<file path="config.mk">
export PLATFORM = sky130hd
export DESIGN_NAME = step_sequencer_flat
export DESIGN_NICKNAME = d
export VERILOG_FILES = /design/src/rtl/step_sequencer_if.sv /design/src/rtl/step_sequencer.sv /design/src/flat_wrapper.sv
export SDC_FILE = /design/constraint.sdc
export NUM_CORES = 1
export LEC_CHECK = 0
export ABC_AREA = 1
export ABC_CLOCK_PERIOD_IN_PS = 8540
export CORE_MARGIN = 2
export CORE_UTILIZATION = 50
export DETAILED_ROUTE_END_ITERATION = 6
export GPL_TIMING_DRIVEN = 0
export PLACE_DENSITY_LB_ADDON = 0.15
export SLEW_MARGIN = 30
export SYNTH_ARGS = -nofsm -noshare
export SYNTH_HDL_FRONTEND = slang
export SYNTH_SLANG_ARGS = --single-unit
</file>
<file path="constraint.sdc">
create_clock -name clk -period 8.54 [get_ports clk]
set_clock_uncertainty 0.2 [all_clocks]
set_input_delay 1.281 -clock clk [delete_from_list [all_inputs] [get_ports clk]]
set_output_delay 1.281 -clock clk [all_outputs]
set_load 0.05 [all_outputs]
</file>
<file path="src/rtl/step_sequencer_if.sv">
// step_sequencer_if: pattern-write, transport controls and synth-facing outputs of step_sequencer
interface step_sequencer_if #(
  parameter int STEPS = 16,
  parameter int CNT_W = 12
);
  localparam int AW = $clog2(STEPS);
  logic             wr_en;
  logic [AW-1:0]    wr_addr;
  logic [CNT_W:0]   wr_data;
  logic             run;
  logic [7:0]       tempo;
  logic [7:0]       gate;
  logic [AW:0]      len;
  logic             trig;
  logic [CNT_W-1:0] osc_count;
  logic [AW-1:0]    step;
  logic             busy;
  modport master (
    output wr_en, wr_addr, wr_data, run, tempo, gate, len,
    input  trig, osc_count, step, busy
  );
  modport slave (
    input  wr_en, wr_addr, wr_data, run, tempo, gate, len,
    output trig, osc_count, step, busy
  );
endinterface

</file>
<file path="src/rtl/step_sequencer.sv">
// step_sequencer: 16-step pattern player driving synth trig/osc_count; ports clk, rst (async, active-high), bus (step_sequencer_if.slave)
module step_sequencer #(
  parameter int STEPS    = 16,
  parameter int TICK_DIV = 20480,
  parameter int CNT_W    = 12
) (
  input logic            clk,
  input logic            rst,
  step_sequencer_if.slave bus
);
  localparam int AW = $clog2(STEPS);
  localparam int LW = AW + 1;
  localparam int PW = TICK_DIV > 1 ? $clog2(TICK_DIV) : 1;
  localparam logic [PW-1:0] PMAX = PW'(TICK_DIV - 1);
  typedef enum logic {IDLE, PLAY} state_t;
  state_t           state_q, state_d;
  logic [CNT_W:0]   mem_q [STEPS];
  logic [PW-1:0]    pre_q, pre_d;
  logic [7:0]       tick_q, tick_d;
  logic [AW-1:0]    step_q, step_d, nxt;
  logic [CNT_W-1:0] osc_q, osc_d;
  logic             note_q, note_d, trig_q, trig_d;
  logic [7:0]       t_eff, t_m1;
  logic [LW-1:0]    l_eff, inc;
  logic             last, load;
  always_comb begin
    t_eff   = bus.tempo == 8'd0 ? 8'd1 : bus.tempo;
    t_m1    = t_eff - 8'd1;
    l_eff   = (bus.len == '0 || bus.len > LW'(STEPS)) ? LW'(STEPS) : bus.len;
    inc     = LW'(step_q) + LW'(1);
    nxt     = inc >= l_eff ? '0 : inc[AW-1:0];
    // tick_q can exceed t_m1 after tempo is lowered mid-step; >= ends that step at once
    last    = tick_q >= t_m1 && pre_q == PMAX;
    state_d = state_q;
    pre_d   = pre_q;
    tick_d  = tick_q;
    step_d  = step_q;
    load    = 1'b0;
    if (state_q == IDLE) begin
      if (bus.run) begin
        state_d = PLAY;
        pre_d   = '0;
        tick_d  = '0;
        step_d  = '0;
        load    = 1'b1;
      end
    end else if (!bus.run) begin
      state_d = IDLE;
    end else begin
      pre_d  = pre_q == PMAX ? '0 : pre_q + PW'(1);
      tick_d = last ? 8'd0 : pre_q == PMAX ? tick_q + 8'd1 : tick_q;
      step_d = last ? nxt : step_q;
      load   = last;
    end
    osc_d  = load ? mem_q[step_d][CNT_W-1:0] : osc_q;
    note_d = load ? mem_q[step_d][CNT_W] : note_q;
    // trig for the upcoming cycle: within gate and never on the step's final cycle
    trig_d = state_d == PLAY && note_d && tick_d < bus.gate &&
             (tick_d < t_m1 || (tick_d == t_m1 && pre_d != PMAX));
  end
  always_ff @(posedge clk or posedge rst) begin
    if (rst) begin
      state_q <= IDLE;
      pre_q   <= '0;
      tick_q  <= '0;
      step_q  <= '0;
      osc_q   <= '0;
      note_q  <= 1'b0;
      trig_q  <= 1'b0;
      for (int i = 0; i < STEPS; i++) mem_q[i] <= '0;
    end else begin
      state_q <= state_d;
      pre_q   <= pre_d;
      tick_q  <= tick_d;
      step_q  <= step_d;
      osc_q   <= osc_d;
      note_q  <= note_d;
      trig_q  <= trig_d;
      if (bus.wr_en) mem_q[bus.wr_addr] <= bus.wr_data;
    end
  end
  assign bus.trig      = trig_q;
  assign bus.osc_count = osc_q;
  assign bus.step      = step_q;
  assign bus.busy      = state_q == PLAY;
endmodule

</file>
<file path="src/flat_wrapper.sv">
// flat-port wrapper written by rule: the top's interface ports become plain ports
module step_sequencer_flat 
#(
  parameter int STEPS    = 16,
  parameter int TICK_DIV = 20480,
  parameter int CNT_W    = 12
)
  (clk, rst, bus_wr_en, bus_wr_addr, bus_wr_data, bus_run, bus_tempo, bus_gate, bus_len, bus_trig, bus_osc_count, bus_step, bus_busy);
  step_sequencer_if #(.STEPS(STEPS), .CNT_W(CNT_W)) bus_i ();
  input logic clk;
  input logic rst;
  input wire logic [$bits(bus_i.wr_en)-1:0] bus_wr_en;
  input wire logic [$bits(bus_i.wr_addr)-1:0] bus_wr_addr;
  input wire logic [$bits(bus_i.wr_data)-1:0] bus_wr_data;
  input wire logic [$bits(bus_i.run)-1:0] bus_run;
  input wire logic [$bits(bus_i.tempo)-1:0] bus_tempo;
  input wire logic [$bits(bus_i.gate)-1:0] bus_gate;
  input wire logic [$bits(bus_i.len)-1:0] bus_len;
  output wire logic [$bits(bus_i.trig)-1:0] bus_trig;
  output wire logic [$bits(bus_i.osc_count)-1:0] bus_osc_count;
  output wire logic [$bits(bus_i.step)-1:0] bus_step;
  output wire logic [$bits(bus_i.busy)-1:0] bus_busy;
  assign bus_i.wr_en = bus_wr_en;
  assign bus_i.wr_addr = bus_wr_addr;
  assign bus_i.wr_data = bus_wr_data;
  assign bus_i.run = bus_run;
  assign bus_i.tempo = bus_tempo;
  assign bus_i.gate = bus_gate;
  assign bus_i.len = bus_len;
  assign bus_trig = bus_i.trig;
  assign bus_osc_count = bus_i.osc_count;
  assign bus_step = bus_i.step;
  assign bus_busy = bus_i.busy;
  step_sequencer #(.STEPS(STEPS), .TICK_DIV(TICK_DIV), .CNT_W(CNT_W)) u_core (.clk(clk), .rst(rst), .bus(bus_i));
endmodule
</file>
Word level (Yosys, flattened, before mapping)
Index checks and enable logic that the tools add are counted.
- add/sub/neg operators: 4
- $lt $le $gt $ge: 8
- equality and inequality tests: 3
- multiplexer cells: 26
- bitwise gates (word level): 2
- reduce and logical (&&, ||, !) cells: 10
- operators by type and width (cell ; count):
    bitwise mux 208 bit ; 1
    2-to-1 mux 15 bit ; 4
    binary-select mux 13 bit (select 4 bit) ; 1
    demux 13 bit (select 4 bit) ; 1
    2-to-1 mux 8 bit ; 6
    2-to-1 mux 13 bit ; 3
    2-to-1 mux 4 bit ; 5
    less-than comparator 8 bit ; 2
    adder 15 x 1 -> 15 bit, second input constant ; 1
    == test 15 bit, second input constant ; 1
    inequality test 15 bit, second input constant ; 1
    greater-or-equal comparator 5 bit, second input constant ; 2
    inverter 4 -> 5 bit ; 2
    adder 8 x 1 -> 8 bit, second input constant ; 1
    == test 8 bit ; 1
    greater-or-equal comparator 8 bit ; 1
    zero test 8 bit ; 1
    subtractor 8 x 1 -> 8 bit, second input constant ; 1
    logical AND 1 bit ; 6
    adder 4 x 1 -> 5 bit, second input constant ; 1
    greater-or-equal comparator 5 bit ; 1
    > comparator 5 bit, second input constant ; 1
    zero test 5 bit ; 1
    less-than comparator 5 x 1 -> 1 bit, second input constant ; 1
    3 further kinds ; 7
- register bits: 250
- bits of input ports: 42
- logic and storage cells: 76

Longest topological paths before layout
- word-level depth: 16
- depth in mapped cells: 34
- gate-level depth less buffers: 33

Worst setup path after synthesis
OpenSTA, ideal clock, no wires.
- kind: input -> register
- start: in bus_tempo[6]
- end: reg u_core.trig_q (netlist: u_core.bus.trig)
- library setup time: 0.071 ns
- data arrival time: 4.539 ns
- path slack: 3.729 ns
- cell stages on the path: 28
- path buffers: 1
- path through: inv_2 > nand2_1 > nor2_1 > a21oi_1 > ha_1 > nand3_1 > nor2_1 > xor2_1 > ha_1 > nand2_1 > inv_1 > nand2_1 > nand2_2 > nand3_2 > inv_1 > nor2_1 > inv_1 > buf_2 > nor2_1 > ha_1 > a21oi_1 > o21ai_0 > a21oi_1 > nand2_1 > a31o_2 > nand2_1 > nand3_1 > nor2_1
- elaborated cells between the ends (all ways): 26
- RTL lines (item ; line ; RTL):
    from (decl) ; flat_wrapper.sv:16 ; input wire logic [$bits(bus_i.tempo)-1:0] bus_tempo;
    zero test 8 bit ; step_sequencer.sv:27 ; t_eff = bus.tempo == 8'd0 ? 8'd1 : bus.tempo;
    2-to-1 mux 8 bit * ; step_sequencer.sv:27 ;
    subtractor 8 x 1 -> 8 bit * ; step_sequencer.sv:28 ; t_m1 = t_eff - 8'd1;
    greater-or-equal comparator 8 bit * ; step_sequencer.sv:33 ; last = tick_q >= t_m1 && pre_q == PMAX;
    logical AND 1 bit * ; step_sequencer.sv:33 ;
    2-to-1 mux 8 bit * ; step_sequencer.sv:51 ; tick_d = last ? 8'd0 : pre_q == PMAX ? tick_q + 8'd1 : tick_q;
    2-to-1 mux 8 bit * ; step_sequencer.sv:47 ; end else if (!bus.run) begin
    2-to-1 mux 8 bit * ; step_sequencer.sv:39 ; if (state_q == IDLE) begin
    net u_core.tick_d[3] ; step_sequencer.sv:19 ; logic [7:0] tick_q, tick_d;
    branches (longest 3 deep; another with less-than comparator 8 bit) ; n/a ;
    logical AND 1 bit * ; step_sequencer.sv:58 ; trig_d = state_d == PLAY && note_d && tick_d < bus.gate &&
    net u_core.trig_d ; step_sequencer.sv:22 ; logic note_q, note_d, trig_q, trig_d;
    to (signal assigned) ; step_sequencer.sv:78 ; trig_q <= trig_d;
    to (decl) ; step_sequencer.sv:22 ;
Mark *: on every way through the listed nets, which the timed path passes. The select of a mux whose other input is x is not followed.
A chain may end at the register's enable or synchronous reset.

Worst setup path after layout
- start: in bus_tempo[5]
- end: reg u_core.trig_q (netlist: u_core.bus.trig)
Same word-level chain as after synthesis.

==> key figures <==
Status
  • Status: finished clean

STA
  • Final Hold Fails: 0
  • Fmax: 180 MHz
  • Crit share post-route: 65.0%
  • Fin crit period: 5550 ps
  • Slew @ Worst Pin: 913 ps
  • RSZ-0062 raised after global routing: false
  • Final setup fails: 0
  • Slew Viols, Final: 0
  • Max_slew headroom: 38.3%

Worst hold path
  • Worst Hold Depth: 2
  • Min-delay worst type: reg -> reg

Clock tree
  • Max clock buf depth: 3
  • Clock transition at path regs: 60 ps
  • H-tree levels: 1
  • Clock buffer count from CTS: 30
  • Post_cts resized: 0
  • Clock sinks: 250
  • Clock Tree Root: clkbuf_16
  • Hold-fix buffers at CTS: 0
  • Post-CTS Setup Inserts: 0
  • TritonCTS clock tree: done
  • Latest clock arrival within the worst-skew pair: 560 ps

Route
  • Detail Route Antenna Nets: 0
  • DRC viols: 0
  • Via density: 5.46
  • DR vias: 11,292
  • Wire length per cell: 17.6 um
  • DRT Wirelength: 36.3 mm
  • DRT iter0 DRCs: 1,124
  • First-pass DRT Iterations: 6

Floorplanning
  • Number of I/O pins: 60
  • Die Y: 164 um
  • Die width: 164 um
  • Starting Density: 50.9%
  • FP Rows: 58
  • Die area: 0.0269 mm2
  • Core ar.: 0.0251 mm2

Setup path
  • WP data required: 8840 ps
  • Critical path class: in -> reg
  • Number of cells on the critical path: 29
  • CP max FO: 10
  • CP max stage cell: clkdlybuf4s50_1
  • Crit path largest cell delay: 530 ps
  • Top delay family on crit path: simple AND/OR/NAND/NOR gates
  • Worst Setup End Kind: flop
  • Arr. time, crit path: 5850 ps
  • Worst-case reg-to-reg path depth: 20
  • Critical Path Start Type: input pin
  • Critical path buffers and inverters: 6

Global routing
  • Met3 GRT Util: 4.34%
  • Total GRT Usage: 27.7%
  • Number of global-route vias before repair: 10,687
  • Met2 usage in global routing: 42.1%
  • Met1 usage: 40.4%
  • Grt peak-use layer: met2
  • Pin count of the biggest net entering global routing: 91
  • First-pass GRT wire length: 57.8 mm
  • Initial antenna violation count: 0
  • GR Overflow Total: 0

Finish
  • Share of cells above drive strength 1: 6.97%
  • Number of diodes: 0
  • Area delta synth->final: 16.2%
  • NumNets Final: 1,785
  • Final core occ: 59.1%
  • Fill cells: 2,377

Synthesis
  • Unique masters post-synth: 42
  • Mapped Cells: 1,622
  • Syn nets: 1,693
  • Avg Cell Area, Syn: 7.88 um2
  • Post-Synthesis Cell Area: 0.0128 mm2
  • Post-synthesis sequential area ratio: 48.9%
  • Seq cells post-synth: 250
  • Syn. warnings: 0

Place
  • I/O Buffers: 58
  • Placer Congestion: 0.912
  • Dpl hpwl: 26.5 mm

Power
  • Lkg Pwr: 7.31 nW
  • Int Pwr: 2.44 mW
  • Clk pwr share: 36.9%
  • Sequential share of power: 43.6%
  • Logic pwr share: 19.5%
  • Total power: 3.52 mW
  • Switching pwr: 1.07 mW
  • VDD IR-drop max: 0.000152 V
  • Switching part of the total: 30.5%
  • Pwr dens: 237 mW/mm2

Job
  • Max Cap Violations: 0
==> worst reg2reg max path: stages (launching register included) <==
cell and delay (ps):
dfrtp_1 480, ha_1 280, xor2_1 170, ha_1 340
nand2_1 60, o311ai_0 760, nor3_1 110, nand3_1 120
nand2_1 60, inv_2 80, nand2_4 110, nand2_4 130
buf_8 200, buf_6 160, nand2_1 70, o211ai_1 80
nand3_1 160, nand3_1 210, nand2_1 80, nand2_1 70
nand2_1 50
==> synth_stat cells, drive strengths merged <==
master / number / area share, %
a211oi: 1 / 0.059
a21oi: 29 / 1.2
a221oi: 1 / 0.069
a31o: 1 / 0.069
a31oi: 1 / 0.049
and3: 1 / 0.049
buf: 37 / 2.3
clkbuf: 53 / 1.6
clkinv: 2 / 0.059
dfrtp: 250 / 49
ha: 29 / 2.8
inv: 177 / 5.2
nand2: 528 / 16
nand3: 123 / 4.9
nand3b: 4 / 0.23
nand4: 8 / 0.39
nor2: 42 / 1.3
nor3: 9 / 0.39
nor4: 2 / 0.098
o211ai: 62 / 3.6
o21a: 1 / 0.059
o21ai: 234 / 9.2
o21bai: 1 / 0.059
o22ai: 5 / 0.24
o311ai: 1 / 0.069
o31ai: 2 / 0.12
or2: 1 / 0.049
or4: 1 / 0.059
xnor2: 3 / 0.21
xor2: 13 / 0.89
==> cell usage in the layout (no fill, tap or decap), types with 3 or more instances in the layout <==
| master | Yosys | routed |
|---|---|---|
| inv_1 | 163 | 162 |
| clkbuf_16 | 0 | 30 |
| nand2_2 | 6 | 6 |
| nor2_1 | 39 | 39 |
| xnor2_1 | 3 | 3 |
| nor2_2 | 3 | 3 |
| o211ai_1 | 62 | 62 |
| nand3_1 | 121 | 121 |
| o21ai_0 | 221 | 221 |
| o22ai_1 | 5 | 5 |
| buf_4 | 5 | 5 |
| inv_2 | 14 | 14 |
| nand3b_1 | 4 | 4 |
| o21ai_1 | 11 | 11 |
| nand2_1 | 520 | 520 |
| clkbuf_8 | 0 | 6 |
| clkbuf_1 | 53 | 60 |
| bufinv_16 | 0 | 3 |
| a21oi_1 | 28 | 28 |
| clkdlybuf4s50_1 | 0 | 58 |
| buf_2 | 17 | 17 |
| clkinv_2 | 0 | 6 |
| ha_1 | 29 | 29 |
| dfrtp_1 | 250 | 250 |
| nor3_1 | 8 | 8 |
| buf_6 | 14 | 14 |
| xor2_1 | 13 | 13 |
| nand4_1 | 8 | 8 |
==> layer usage <==
| metal | wire, um | vias to the layer above |
|---|---|---|
| met2 | 15900 | 394 |
| met3 | 2640 | 72 |
| li1 | - | 5456 |
| met4 | 1240 | 0 |
| met1 | 16600 | 5370 |
| met5 | 0 | - |
==> area by class of cell <==
class | count | area, um2 | share of cell area [%]
Inverter | 179 | 679 | 4.57
Multi-Input combinational cell | 1103 | 5360 | 36.1
Timing Repair Buffer | 60 | 636 | 4.28
Tap cell | 330 | 413 | 2.78
Buffer | 90 | 494 | 3.33
Sequential cell | 250 | 6260 | 42.1
Clock inverter | 12 | 151 | 1.02
Clock buffer | 43 | 860 | 5.79
==> flip-flops by register name, indices dropped and copies added, names as in the netlist <==
signal                flops
u_core.bus.busy           1
u_core.bus.osc_count     12
u_core.bus.step           4
u_core.bus.trig           1
u_core.mem_q            208
u_core.note_q             1
u_core.pre_q             15
u_core.tick_q             8
==> path summary, 6_finish.rpt <==
check                                         from                      end  slack, ps
max                                   bus_tempo[5]          u_core.bus.trig       2990
min                        u_core.bus.osc_count[2]  u_core.bus.osc_count[2]        280
max reg2reg                     u_core.bus.step[0]  u_core.bus.osc_count[6]       4420
min reg2reg                u_core.bus.osc_count[2]  u_core.bus.osc_count[2]        280
max in group asynchronous                      rst          u_core.pre_q[5]       5890
min in group asynchronous                      rst        u_core.mem_q[133]        970
==> power groups by stage <==
stage	Combinational, mW	Sequential, mW	Clock, mW
finish	0.686	1.53	1.30
global route	0.775	1.56	1.37
CTS	0.683	1.53	1.31
detailed placement	0.679	1.55	0
global placement	0.661	1.54	0
floorplan	0.427	1.57	0
==> logic make-up (layout without fill, tap and decap cells) <==
family,after synthesis,in the layout,share of synthesized area (%)
flops,250,250,48.9
compound gates,339,339,14.8
fa+ha+maj,29,29,2.84
xor+xnor,16,16,1.10
simple gates,719,719,23.2
buf+inv,269,384,9.12
==> stage by stage <==
step	hold WS (ps)	setup slack, ps	TNS [ps]	instances	cell area, um2
2_1_floorplan	244	187	0	1622	12800
3_3_place_gp	257	-3090	-766120	2010	13800
3_5_place_dp	264	2390	0	2012	13800
4_1_cts	280	2960	0	2067	14900
5_1_grt	302	2550	0	2067	14900
6_report	276	2990	0	2067	14900
No activity file was read; power rests on OpenSTA's default activity.
